## config.mk

```make
export PLATFORM = sky130hd
export DESIGN_NAME = obs_capture
export DESIGN_NICKNAME = d
export VERILOG_FILES = /design/src/rtl/obs_capture_pkg.sv /design/src/rtl/obs_fifo.sv /design/src/rtl/obs_capture.sv
export SDC_FILE = /design/constraint.sdc
export NUM_CORES = 2
export LEC_CHECK = 0
export CELL_PAD_IN_SITES_DETAIL_PLACEMENT = 0
export CELL_PAD_IN_SITES_GLOBAL_PLACEMENT = 1
export CORE_ASPECT_RATIO = 1.25
export CORE_MARGIN = 2
export CORE_UTILIZATION = 30
export CTS_CLUSTER_DIAMETER = 100
export DETAILED_ROUTE_END_ITERATION = 16
export GPL_ROUTABILITY_DRIVEN = 0
export GPL_TIMING_DRIVEN = 0
export PLACE_DENSITY_LB_ADDON = 0.15
export REMOVE_ABC_BUFFERS = 1
export SYNTH_ARGS = -nofsm -noshare
export SYNTH_HDL_FRONTEND = slang
export SYNTH_HIERARCHICAL = 1
export SYNTH_SLANG_ARGS = --single-unit
```

## constraint.sdc

```tcl
create_clock -name clk -period 15.05 [get_ports clk]
set_input_delay 1.505 -clock clk [delete_from_list [all_inputs] [get_ports clk]]
set_output_delay 1.505 -clock clk [all_outputs]
set_load 0.01 [all_outputs]
```

## src/rtl/obs_capture_pkg.sv

```systemverilog
// Shared types and constants for the observation capture block.
// Entry layout is fixed at OBS_DW data bits; obs_capture's DW parameter must match it.
package obs_capture_pkg;

    localparam int OBS_DW = 128;

    localparam logic [127:0] MISR_POLY = 128'h87;

    typedef enum logic [1:0] {
        IDLE  = 2'd0,
        ARMED = 2'd1,
        DONE  = 2'd2
    } state_t;

    typedef struct packed {
        logic [31:0]       step;
        logic [OBS_DW-1:0] data;
    } entry_t;

endpackage

```

## src/rtl/obs_fifo.sv

```systemverilog
// First-word-fall-through FIFO with extended-pointer full/empty detection.
// The head output holds the last popped word while the FIFO is empty.
module obs_fifo #(
    parameter int DEPTH = 8,
    parameter int W     = 160
) (
    input  logic         clk,
    input  logic         rst,
    input  logic         push,
    input  logic         pop,
    input  logic [W-1:0] wr_data,
    output logic [W-1:0] rd_data,
    output logic         full,
    output logic         empty
);

    localparam int AW = $clog2(DEPTH);

    logic [AW:0]  wr_ptr;
    logic [AW:0]  rd_ptr;
    logic [W-1:0] mem [DEPTH];
    logic [W-1:0] hold_q;
    logic         do_pop;

    assign empty  = (wr_ptr == rd_ptr);
    assign full   = (wr_ptr[AW] != rd_ptr[AW]) && (wr_ptr[AW-1:0] == rd_ptr[AW-1:0]);
    assign do_pop = pop && !empty;

    always_ff @(posedge clk or posedge rst) begin
        if (rst) begin
            wr_ptr <= '0;
            rd_ptr <= '0;
            hold_q <= '0;
        end else begin
            if (push) begin
                wr_ptr <= wr_ptr + 1'b1;
            end
            if (do_pop) begin
                rd_ptr <= rd_ptr + 1'b1;
                hold_q <= mem[rd_ptr[AW-1:0]];
            end
        end
    end

    // Storage needs no reset: an empty FIFO always presents hold_q instead.
    always_ff @(posedge clk) begin
        if (push) begin
            mem[wr_ptr[AW-1:0]] <= wr_data;
        end
    end

    assign rd_data = empty ? hold_q : mem[rd_ptr[AW-1:0]];

endmodule

```

## src/rtl/obs_capture.sv

```systemverilog
// Captures {step, data} on observe strobes during an armed run and drains them via valid/ready.
// Optional MISR signature output enabled by defining OBS_CAPTURE_SIG_EN.
module obs_capture
    import obs_capture_pkg::*;
#(
    parameter int DEPTH    = 8,
    parameter int MAX_CAPT = 30,
    parameter int DW       = OBS_DW
) (
    input  logic          clk,
    input  logic          rst,
    input  logic          arm,
    input  logic          obs,
    input  logic [DW-1:0] data,
    input  logic [31:0]   step,
    output logic          rd_valid,
    input  logic          rd_ready,
    output logic [DW-1:0] rd_data,
    output logic [31:0]   rd_step,
    output logic          busy,
    output logic          done,
`ifdef OBS_CAPTURE_SIG_EN
    output logic [127:0]  sig,
`endif
    output logic [15:0]   capt_cnt,
    output logic [15:0]   ovf_cnt
);

    state_t state_q;
    state_t state_d;
    entry_t wr_entry;
    entry_t rd_entry;
    logic   fifo_full;
    logic   fifo_empty;
    logic   pop;
    logic   push_req;
    logic   push_ok;
    logic   push_rej;
    logic   last_capt;

    assign wr_entry.step = step;
    assign wr_entry.data = data;

    obs_fifo #(
        .DEPTH (DEPTH),
        .W     ($bits(entry_t))
    ) u_fifo (
        .clk     (clk),
        .rst     (rst),
        .push    (push_ok),
        .pop     (pop),
        .wr_data (wr_entry),
        .rd_data (rd_entry),
        .full    (fifo_full),
        .empty   (fifo_empty)
    );

    assign rd_valid = !fifo_empty;
    assign rd_data  = rd_entry.data;
    assign rd_step  = rd_entry.step;
    assign pop      = rd_valid && rd_ready;

    // A same-cycle pop frees the slot, so a full FIFO can still accept the push.
    assign push_req  = (state_q == ARMED) && obs && !arm;
    assign push_ok   = push_req && (!fifo_full || pop);
    assign push_rej  = push_req && fifo_full && !pop;
    assign last_capt = ({1'b0, capt_cnt} + 17'd1) == 17'(MAX_CAPT);

    assign busy = (state_q == ARMED);
    assign done = (state_q == DONE);

    always_ff @(posedge clk or posedge rst) begin
        if (rst) begin
            state_q <= IDLE;
        end else begin
            state_q <= state_d;
        end
    end

    always_comb begin
        state_d = state_q;
        unique case (state_q)
            IDLE:    if (arm) state_d = ARMED;
            ARMED:   if (!arm && push_ok && last_capt) state_d = DONE;
            DONE:    if (arm) state_d = ARMED;
            default: state_d = IDLE;
        endcase
    end

    always_ff @(posedge clk or posedge rst) begin
        if (rst) begin
            capt_cnt <= '0;
            ovf_cnt  <= '0;
        end else if (arm) begin
            capt_cnt <= '0;
            ovf_cnt  <= '0;
        end else begin
            if (push_ok) begin
                capt_cnt <= capt_cnt + 16'd1;
            end
            if (push_rej && (ovf_cnt != 16'hFFFF)) begin
                ovf_cnt <= ovf_cnt + 16'd1;
            end
        end
    end

`ifdef OBS_CAPTURE_SIG_EN
    always_ff @(posedge clk or posedge rst) begin
        if (rst) begin
            sig <= '0;
        end else if (arm) begin
            sig <= '0;
        end else if (push_ok) begin
            sig <= {sig[126:0], 1'b0} ^ (sig[127] ? MISR_POLY : 128'h0) ^ data;
        end
    end
`endif

endmodule

```

==> reports/results.ini <==
[outcome]
status=complete, no violations

[sta]
setup_tns_ns=0
min_period_ns=5.89
timing.fmax_mhz=170
finalMaxSlewViolations=0
relSlewSlack=0.146
rsz0062_at_grt=no
skew_ns=0.0474
finalHoldViolCount=0
tightest_slew_ns=1.27
period_share=0.392
setup_viol=0
fin_hold_ws_ns=0.478
post-route-worst-setup-slack_ns=9.16

[critical_path]
cp.required_ns=13.55
worst-path-max-fanout=27
worstSetupPathType=register to primary output
startpoint_type=register
worstSetupEndpointType=primary output
crit_arrival_ns=4.39

[routing]
antenna_left=0
drc=0
drtIter0Drc=1554
via_per_inst=4.69
routed_wl_mm=147
wire_per_inst_um=23.7
dr_total_vias=29000
first_pass_iters=5

[clock_tree]
cts_root_buffer=clkbuf_16
htree_levels=4
cts-resized-gates=0
clock_sinks=1482
clk_pin_slew_ns=0.06
cts_buffers=165
post_cts_buffers=0
clk_latency_ns=0.80
cts_max_path_buffers=3
holdBufCountCts=0
cts_tree=done

[grt]
first_global_vias=30300
grt_max_degree=75
grt_usage=0.151
antenna_found_initial=28
globalRouteOverflowTotal=0
grt_pass1_wl_mm=216

[floorplanning]
initial_core_util=0.302
die_h_um=494
rows=179
die_w_um=396
num_io_pins=360
core_area_um2=191000
dieArea_um2=195000

[finish]
fillCellCount=17600
syn2layout_area_growth_pct=25.0
seq_area_um2=43500
multiInputGateArea_um2=13200
nets=3683
final_area_um2=72000
drive_gt1_frac=0.206

[placed_design]
hpwlAfterDp_mm=93.2
place_ws_ns=8.88
port_buffers=359
placed_area_um2=66600

[logic_synthesis]
ys.warnings.count=6
synth_edf_count=1280
avgSynthCellArea_um2=19.2
synthesis.area_um2=57600
ys_ff_latch=1482
ys.flop_type=edfxtp_1
ys_types=50
syn_inst=2994
yosysSeqAreaShare=0.755
ys_async_sr_fraction=0.136

[worst_hold_path]
hold_path_class=register to register

[pwr]
pwr_density_cell_nw_per_um2=200
power.leakage_nw=24.1
vdd_ir_drop_max_mv=0.119

[flow_run]
cap_violations=0

[worst paths after layout]
path                                    startpoint                 end  slack, ns  depth (start not counted)
worst max-delay path              u_fifo/rd_ptr[1]         rd_data[52]       9.16                         12
worst min-delay path            u_fifo/hold_q[156]  u_fifo/hold_q[156]       0.48                          2
worst max register to register    u_fifo/rd_ptr[1]   u_fifo/mem[4][94]       9.99                         16
worst min register to register  u_fifo/hold_q[156]  u_fifo/hold_q[156]       0.48                          2
max in group asynchronous                      rst   u_fifo/hold_q[56]      12.46                          4
min in group asynchronous                      rst  u_fifo/hold_q[156]       1.23                          2
[worst max-delay path, cell delays in order (launching register included)]
cell             delay, ns
dfrtp_4               0.86
buf_16                0.33
xnor2_2               0.14
nand4_1               0.14
buf_8                 0.20
buf_16                0.16
buf_8                 0.18
buf_8                 0.20
buf_8                 0.19
buf_8                 0.17
nor2_1                0.05
a21oi_1               0.33
clkdlybuf4s50_1       0.62
[synthesized netlist by cell type, types with 5 or more instances]
master / number / area [um^2]
edfxtp_1: 1280 / 38400
mux4_2: 320 / 7210
nor2_1: 205 / 769
dfrtp_1: 202 / 5050
nand2_1: 178 / 668
a21oi_1: 163 / 816
mux2i_1: 160 / 1600
o21ai_0: 137 / 686
buf_2: 78 / 390
clkbuf_1: 49 / 184
buf_4: 29 / 218
o21ai_1: 25 / 125
xnor2_1: 23 / 201
xor2_1: 18 / 158
nand3_1: 15 / 75.1
nand4_1: 15 / 93.8
inv_1: 13 / 48.8
buf_6: 10 / 113
buf_1: 6 / 22.5
ha_1: 5 / 62.6
nand2b_1: 5 / 31.3
nor3_1: 5 / 25.0
nor4_1: 5 / 31.3
nor4_4: 5 / 106
[stage by stage]
stage | power (mW) | instances | utilization
2_1_floorplan | 9.15 | 2822 | -
3_3_place_gp | 12.1 | 5715 | 0.333
3_5_place_dp | 10.7 | 5879 | 0.349
4_1_cts | 14.7 | 6183 | 0.377
5_1_grt | 15.2 | 6185 | 0.377
6_report | 14.4 | 6189 | 0.378
[flip-flops by register name (all words and copies together), names as in the netlist]
register       flops
u_fifo/rd_ptr      4
u_fifo/mem      1280
state_q            2
ovf_cnt           16
u_fifo/hold_q    160
u_fifo/wr_ptr      4
capt_cnt          16
[power by group]
group	internal [mW]	switching (mW)	leakage, nW
Sequential	4.98	0.231	14.1
Clock	2.33	1.64	2.61
Combinational	2.55	2.64	7.45
Total	9.87	4.51	24.1
[logic make-up (layout without fill, tap and decap cells)]
family,Yosys count,in the layout,synth area share
xor+xnor,44,44,0.00708
compound gates,340,340,0.0308
simple gates,456,456,0.0352
flops,1482,1482,0.755
mux,482,482,0.153
other cells,0,5,0
buf+inv,185,841,0.0170
fa+ha+maj,5,5,0.00109
[area by class of cell]
| class | count | share of cell area |
|---|---|---|
| Inverter | 13 | 0.000782 |
| Antenna cell | 5 | 0.000174 |
| Multi-Input combinational cell | 1327 | 0.183 |
| Timing Repair Buffer | 524 | 0.0929 |
| Clock inverter | 64 | 0.0110 |
| Sequential cell | 1482 | 0.605 |
| Clock buffer | 240 | 0.0637 |
| Tap cell | 2534 | 0.0441 |
[cells in the final DEF (no fill, tap or decap), drive strengths merged, types with 20 or more instances in the layout]
| master | netlist | layout |
|---|---|---|
| mux2i | 160 | 160 |
| edfxtp | 1280 | 1280 |
| inv | 13 | 20 |
| buf | 123 | 165 |
| mux4 | 320 | 320 |
| a21oi | 163 | 163 |
| xnor2 | 26 | 26 |
| clkdlybuf4s50 | 0 | 358 |
| clkbuf | 49 | 241 |
| nor2 | 205 | 205 |
| dfrtp | 202 | 202 |
| o21ai | 162 | 162 |
| clkinv | 0 | 42 |
| nand2 | 178 | 178 |
[layer usage]
layer	vias to the layer above	track usage	share of wire	wire length [um]
li1	13000	-	-	-
met1	15200	0.207	0.45	66700
met2	546	0.235	0.46	68300
met3	224	0.0447	0.061	8960
met4	48	0.0353	0.018	2670
met5	-	0	0.0021	314
No activity file was read; power rests on OpenSTA's default activity.
